`config.mk`:
```
export PLATFORM = sky130hd
export DESIGN_NAME = fun_bist
export DESIGN_NICKNAME = d
export VERILOG_FILES = /design/src/rtl/fun_bist.sv
export SDC_FILE = /design/constraint.sdc
export NUM_CORES = 1
export LEC_CHECK = 0
export CAP_MARGIN = 20
export CORE_UTILIZATION = 52
export DETAILED_ROUTE_END_ITERATION = 7
export PLACE_DENSITY = 0.86
export SLEW_MARGIN = 20
export SYNTH_ARGS = -nofsm -noshare
export SYNTH_HDL_FRONTEND = slang
export SYNTH_SLANG_ARGS = --single-unit
```
`constraint.sdc`:
```
create_clock -name clk -period 2.6 [get_ports clk]
set_clock_uncertainty 0.1 [all_clocks]
set_input_delay 0.26 -clock clk [delete_from_list [all_inputs] [get_ports clk]]
set_output_delay 0.26 -clock clk [all_outputs]
set_load 0.005 [all_outputs]
```
`src/rtl/fun_bist.sv`:
```
// fun_bist: BIST sequencer sweeping 32 vectors into a 5-input function and checking f against GOLDEN
//   clk, rst (async, active-high), start            : clock, reset, run request (IDLE/DONE only)
//   a,b,c,d,e                                       : current vector, a is MSB
//   f                                               : function output under test
//   busy, done, pass, err_cnt                       : run status and saturating mismatch count
//   first_fail_valid, first_fail_vec                : first mismatching vector of this run
module fun_bist #(
  parameter logic [31:0] GOLDEN = 32'h0000_0000,
  parameter int          SETTLE = 1,
  parameter int          ERR_W  = 6
) (
  input  logic             clk,
  input  logic             rst,
  input  logic             start,
  output logic             a,
  output logic             b,
  output logic             c,
  output logic             d,
  output logic             e,
  input  logic             f,
  output logic             busy,
  output logic             done,
  output logic             pass,
  output logic [ERR_W-1:0] err_cnt,
  output logic             first_fail_valid,
  output logic [4:0]       first_fail_vec
);
  localparam logic [1:0] IDLE = 2'd0;
  localparam logic [1:0] RUN  = 2'd1;
  localparam logic [1:0] DONE = 2'd2;
  localparam logic [7:0] SETTLE_C = 8'(SETTLE);
  localparam logic [ERR_W-1:0] ERR_MAX = '1;
  logic [1:0]       state_q, state_d;
  logic [4:0]       vec_q, vec_d;
  logic [7:0]       set_q, set_d;
  logic             busy_q, busy_d;
  logic             done_q, done_d;
  logic             pass_q, pass_d;
  logic             mis_q, mis_d;
  logic             ffv_q, ffv_d;
  logic [4:0]       ffvec_q, ffvec_d;
  logic [ERR_W-1:0] err_q, err_d;
  logic             sample;
  logic             miss;
  always_comb begin
    state_d = state_q;
    vec_d   = vec_q;
    set_d   = set_q;
    busy_d  = busy_q;
    done_d  = done_q;
    pass_d  = pass_q;
    mis_d   = mis_q;
    ffv_d   = ffv_q;
    ffvec_d = ffvec_q;
    err_d   = err_q;
    sample  = (state_q == RUN) && (set_q == SETTLE_C);
    miss    = sample && (f != GOLDEN[vec_q]);
    if ((state_q == IDLE || state_q == DONE) && start) begin
      state_d = RUN;
      vec_d   = 5'd0;
      set_d   = 8'd0;
      busy_d  = 1'b1;
      done_d  = 1'b0;
      pass_d  = 1'b0;
      mis_d   = 1'b0;
      ffv_d   = 1'b0;
      ffvec_d = 5'd0;
      err_d   = '0;
    end else if (state_q == RUN) begin
      set_d = sample ? 8'd0 : set_q + 8'd1;
      if (miss) begin
        err_d = (err_q == ERR_MAX) ? err_q : err_q + 1'b1;
        mis_d = 1'b1;
        ffv_d = 1'b1;
        ffvec_d = ffv_q ? ffvec_q : vec_q;
      end
      // vector wraps 31 -> 0, which is also the idle value of a..e
      if (sample) begin
        vec_d = vec_q + 5'd1;
        if (vec_q == 5'd31) begin
          state_d = DONE;
          busy_d  = 1'b0;
          done_d  = 1'b1;
          // sticky flag, so a saturated counter can never hide a failure
          pass_d  = !(mis_q || miss);
        end
      end
    end
  end
  always_ff @(posedge clk or posedge rst) begin
    if (rst) begin
      state_q <= IDLE;
      vec_q   <= 5'd0;
      set_q   <= 8'd0;
      busy_q  <= 1'b0;
      done_q  <= 1'b0;
      pass_q  <= 1'b0;
      mis_q   <= 1'b0;
      ffv_q   <= 1'b0;
      ffvec_q <= 5'd0;
      err_q   <= '0;
    end else begin
      state_q <= state_d;
      vec_q   <= vec_d;
      set_q   <= set_d;
      busy_q  <= busy_d;
      done_q  <= done_d;
      pass_q  <= pass_d;
      mis_q   <= mis_d;
      ffv_q   <= ffv_d;
      ffvec_q <= ffvec_d;
      err_q   <= err_d;
    end
  end
  assign {a, b, c, d, e}  = vec_q;
  assign busy             = busy_q;
  assign done             = done_q;
  assign pass             = pass_q;
  assign err_cnt          = err_q;
  assign first_fail_valid = ffv_q;
  assign first_fail_vec   = ffvec_q;
endmodule
```
==> results.json, run 1 <==
{
  "outcome": "finished clean",
  "place_area_mm2": 0.00173,
  "crit_path_max_fanout": 7,
  "ant_nets": 0,
  "portBuffers": 23,
  "final_common_cell": "dfrtp_1",
  "grt_overflow": 0,
  "cts_hold_buf": 0,
  "htreeDepth": 1,
  "grt_setup_unrepaired": "false",
  "coreArea_mm2": 0.00254,
  "routedWlPerCell_um": 14.4,
  "utilization_pct": 68.7,
  "antenna_found_initial": 0,
  "drive_gt1_share_pct": 10.2,
  "start_util_pct": 56.8,
  "placed_cells": 193,
  "fin_tns_setup_ns": 0,
  "fin_crit_sh_pct": 79.1,
  "cts_buffers": 3,
  "fmax_mhz": 486,
  "die_w_um": 54.7,
  "hp-class": "in2async",
  "hold_ws_ns": 0.182,
  "finalSetupViolCount": 0,
  "clock_path_buffers": 2,
  "die-area_mm2": 0.00300,
  "netlist_instances": 140,
  "ys.warnings.count": 0,
  "cts_tree": "built",
  "place_congestion": 0.834,
  "final_max_slew_viol_count": 0,
  "finalHoldViolations": 0,
  "ctsResizeCount": 0,
  "diodes": 0,
  "cts_setup_buffers": 0,
  "post-route-min-period_ns": 2.06,
  "slew_headroom_pct": 64.7,
  "area_delta_synth_final_pct": 20.8,
  "die_y_um": 54.7,
  "total_power_mw": 1.85,
  "root_buffer": "clkbuf_4",
  "leakage_nw": 0.781,
  "clock_latency_ns": 0.32,
  "num_vias": 1156,
  "ir_drop_uv": 661,
  "synth-seq-area-share_pct": 48.4,
  "synthArstFlopShare_pct": 100,
  "worst_slack_ns": 0.543,
  "worst_pin_slew_ns": 0.526,
  "clk_pin_slew_ns": 0.14,
  "design_area_mm2": 0.00175,
  "crit_arrival_ns": 2.22,
  "synth_area_mm2": 0.00145,
  "cts_sinks": 28,
  "start_kind": "flop",
  "fin_nets": 177,
  "drtPass1Iterations": 4,
  "grt_usage_pct": 21.6,
  "first_iter_violations": 18,
  "num_rows": 18,
  "grt_pass1_wl_mm": 4.56,
  "pre_cts_slack_ns": 0.545,
  "crit_type": "reg2reg",
  "power_density_mw_per_mm2": 1060,
  "grt_max_degree": 29,
  "crit_required_ns": 2.76,
  "drt_wl_total_mm": 2.83,
  "syn_nets": 149,
  "synth_cell_type_count": 33,
  "io_pins": 24,
  "viasPerCell": 5.90,
  "max-cap-violations": 0,
  "synth_ff_type": "dfrtp_1",
  "dp_hpwl_mm": 2.06,
  "syn_area_per_cell_um2": 10.3,
  "drc": 0,
  "crit_path_end_kind": "flop",
  "synth_edf_count": 0,
  "layout_common_cells": "dfrtp_1 (28), clkdlybuf4s50_1 (23), nand2_1 (16), nor2_1 (12), nand3_1 (9)",
  "synth_seq_cells": 28,
  "final_cells": 196,
  "grt_pass1_vias": 1034
}
registers in the layout (all words and copies together), names as in the netlist:
name and flops:
set_q 8, pass 1, err_cnt 6, done 1
first_fail_vec 5, vec_q 5, first_fail_valid 1, state_q 1
cells in the mapped netlist (all sizes together), types with 2 or more instances:
library cell  instances  share of area (%)
nand2                16                4.2
a21oi                 8                3.0
inv                   3               0.78
and3                  5                2.2
dfrtp                28                 48
o21ai                 8                2.8
nor3                  3                1.8
nand2b                3                1.3
ha                    5                4.3
nand3                10                3.8
xor2                  6                3.6
nor2                 12                3.1
nand4                 7                3.0
mux2i                 6                4.2
nor2b                 2               0.86
or3                   3                1.3
clkbuf                3               0.78
path summary, 6_finish.rpt:
path,cells past startpoint,end,start,slack [ns]
max,6,err_cnt[1],set_q[1],0.54
min,3,set_q[3],rst,0.18
max reg2reg,6,err_cnt[1],set_q[1],0.54
min reg2reg,2,pass,pass,0.44
max in group asynchronous,3,set_q[7],rst,1.96
min in group clk,2,pass,pass,0.44
metal layers:
| layer | track usage, % | vias up | wire length [um] |
|---|---|---|---|
| met3 | 2.78 | 5 | 122 |
| met4 | 9.83 | 0 | 44 |
| met1 | 28.9 | 557 | 1330 |
| li1 | - | 559 | - |
| met2 | 34.3 | 35 | 1330 |
| met5 | 0 | - | 0 |
report_power, final:
group	total [mW]	internal [mW]	switching (mW)
logic	0.894	0.464	0.430
clock network	0.173	0.0544	0.119
registers	0.783	0.592	0.191
total	1.85	1.11	0.740
worst max-delay path, cell delays in order, from the launching register on:
cell     delay, ns
dfrtp_1       0.44
inv_1         0.07
ha_1          0.15
or4b_4        0.51
nor3_4        0.35
o21a_4        0.21
mux2i_1       0.17
final cells by class:
cell class | instances | area, um^2
Multi-Input combinational cell | 106 | 723
Fill cell | 194 | 797
Timing Repair Buffer | 26 | 253
Tap cell | 30 | 37.5
Sequential cell | 28 | 701
Inverter | 3 | 11.3
Clock buffer | 3 | 22.5
logic make-up (layout without fill, tap and decap cells):
family                   count (synthesis)  after routing  share of synthesized area, %
adder cells (fa/ha/maj)                  5              5                          4.33
flip-flops                              28             28                          48.4
XOR/XNOR                                 6              6                          3.63
multiplexers                             6              6                          4.15
AO/OA/AOI/OAI                           23             23                          11.0
buffers and inverters                    6             32                          1.56
AND/OR/NAND/NOR                         66             66                          26.9
No activity file was read; power rests on OpenSTA's default activity.
==> run 2, diff against run 1 <==
Clock period 2.6 ns to 1.95 ns, I/O delays scaled along.
==> results.json, run 2 (same netlist as run 1, synthesis figures left out) <==
{
  "outcome": "finished clean",
  "fmax_mhz": 513,
  "hp-class": "in2async",
  "fin_crit_sh_pct": 99.9,
  "die-area_mm2": 0.00300,
  "fin_nets": 190,
  "slew_headroom_pct": 63.4,
  "layout_common_cells": "dfrtp_1 (28), clkdlybuf4s50_1 (23), nand2_1 (16), buf_4 (14), nor2_1 (12)",
  "routedWlPerCell_um": 16.7,
  "multi_input_area_um2": 733,
  "path_depth": 6,
  "crit_path_end_kind": "flop",
  "final_common_cell": "dfrtp_1",
  "crit_required_ns": 2.12,
  "grt_usage_pct": 26.7,
  "clk_pin_slew_ns": 0.15,
  "start_kind": "flop",
  "drtPass1Iterations": 4,
  "drive_gt1_share_pct": 18.9,
  "crit_start": "set_q[1]",
  "critPathSlowestCell": "or4b_4",
  "seq_area_um2": 701,
  "max_flop_register": "set_q",
  "grt_overflow": 0,
  "timing.rr.end": "err_cnt[0]",
  "crit_path_max_fanout": 6,
  "diodes": 0,
  "clock_latency_ns": 0.33,
  "first_iter_violations": 21,
  "area_delta_synth_final_pct": 29.3,
  "coreArea_mm2": 0.00254,
  "path_cells": "inv_1 > ha_2 > or4b_4 > nor3_4 > o21a_4 > mux2i_1",
  "pre_cts_slack_ns": -0.0336,
  "start_util_pct": 56.8,
  "worst_slack_ns": 0.00133,
  "clock_path_buffers": 2,
  "num_rows": 18,
  "htreeDepth": 1,
  "leakage_nw": 0.857,
  "cts_buffers": 3,
  "design_area_mm2": 0.00187,
  "portBuffers": 23,
  "rr_worst_depth": 6,
  "max-cap-violations": 0,
  "post-route-min-period_ns": 1.95,
  "grt_pass1_wl_mm": 5.61,
  "largest_register_ffs": 8,
  "r2r_slack_ns": 0.001,
  "root_buffer": "clkbuf_4",
  "nFillCells": 181,
  "crit_type": "reg2reg",
  "num_vias": 1216,
  "finalSetupViolCount": 0,
  "viasPerCell": 5.79,
  "ir_drop_uv": 948,
  "r2r-start": "set_q[1]",
  "place_area_mm2": 0.00180,
  "io_pins": 24,
  "drt_wl_total_mm": 3.51,
  "place_congestion": 0.844,
  "cts_tree": "built",
  "grt_setup_unrepaired": "true",
  "path_buf_inv": 1,
  "die_y_um": 54.7,
  "power_density_mw_per_mm2": 1450,
  "crit_path_end": "err_cnt[0]",
  "cp_top_family": "simple AND/OR/NAND/NOR gates",
  "crit_arrival_ns": 2.12,
  "worst_pin_slew_ns": 0.548,
  "dp_hpwl_mm": 2.50,
  "max_stage_delay_ns": 0.50,
  "grt_max_degree": 29,
  "drc": 0,
  "cts_sinks": 28,
  "die_w_um": 54.7,
  "ant_nets": 0,
  "finalHoldViolations": 0,
  "final_max_slew_viol_count": 0,
  "antenna_found_initial": 0,
  "grt_pass1_vias": 1248
}
## run 2: layout make-up
class | instances | area share, %
Timing Repair Buffer | 39 | 18.8
Sequential cell | 28 | 37.5
Tap cell | 30 | 2.01
Inverter | 3 | 0.602
Clock buffer | 4 | 1.94
Multi-Input combinational cell | 106 | 39.2
## run 2: layer usage
layer  GRT usage [%]  up-vias  wire [um]  share of wire [%]
li1                -      587          -                  -
met1            33.2      580       1490                 42
met2            46.0       40       1800                 51
met3            3.61        9        143                4.1
met4            10.7        0         74                2.1
met5               0        -          0                  0
## run 2: through the flow
step	hold WS (ns)	TNS [ns]	utilization (%)	std cells	power, mW
global route	0.148	-0.380	73.5	210	2.93
detailed placement	0.412	-0.0753	70.7	203	2.39
floorplan	0.160	0	-	140	1.72
CTS	0.115	0	72.2	207	2.68
finish	0.107	0	73.5	210	2.72
global placement	0.388	0	70.7	203	2.31
## run 2: worst min path at each step
stage	start	endpoint	slack, ns	depth (start not counted)
3_3_place_gp	set_q[7]	set_q[7]	0.39	1
4_1_cts	rst	vec_q[2]	0.12	3
6_report	rst	first_fail_vec[4]	0.11	3
2_1_floorplan	rst	done	0.16	1
3_5_place_dp	pass	pass	0.41	2
5_1_grt	rst	first_fail_vec[4]	0.15	3
## run 2: report_power, final
part | internal, mW | switching (mW)
Combinational | 0.735 | 0.685
Clock | 0.115 | 0.175
Sequential | 0.790 | 0.219
Total | 1.64 | 1.08
## run 2: timing repair
item	CTS	global route
cloned	0	1
endpoints found under the setup margin	5	10
buffers inserted	0	2
gates resized for setup	0	4
pin swaps	1	3
hold buffers	0	0
## run 2: tightest hold or removal path, delay by kind of cell
family	cells	cell delay (ns)
buffers and inverters	3	0.77
==> run 3, diff against run 2 <==
Settings changed: CAP_MARGIN 20 to unset.
==> results of run 3 <==
No change in the layout: final DEF, timing and power equal those of run 2.
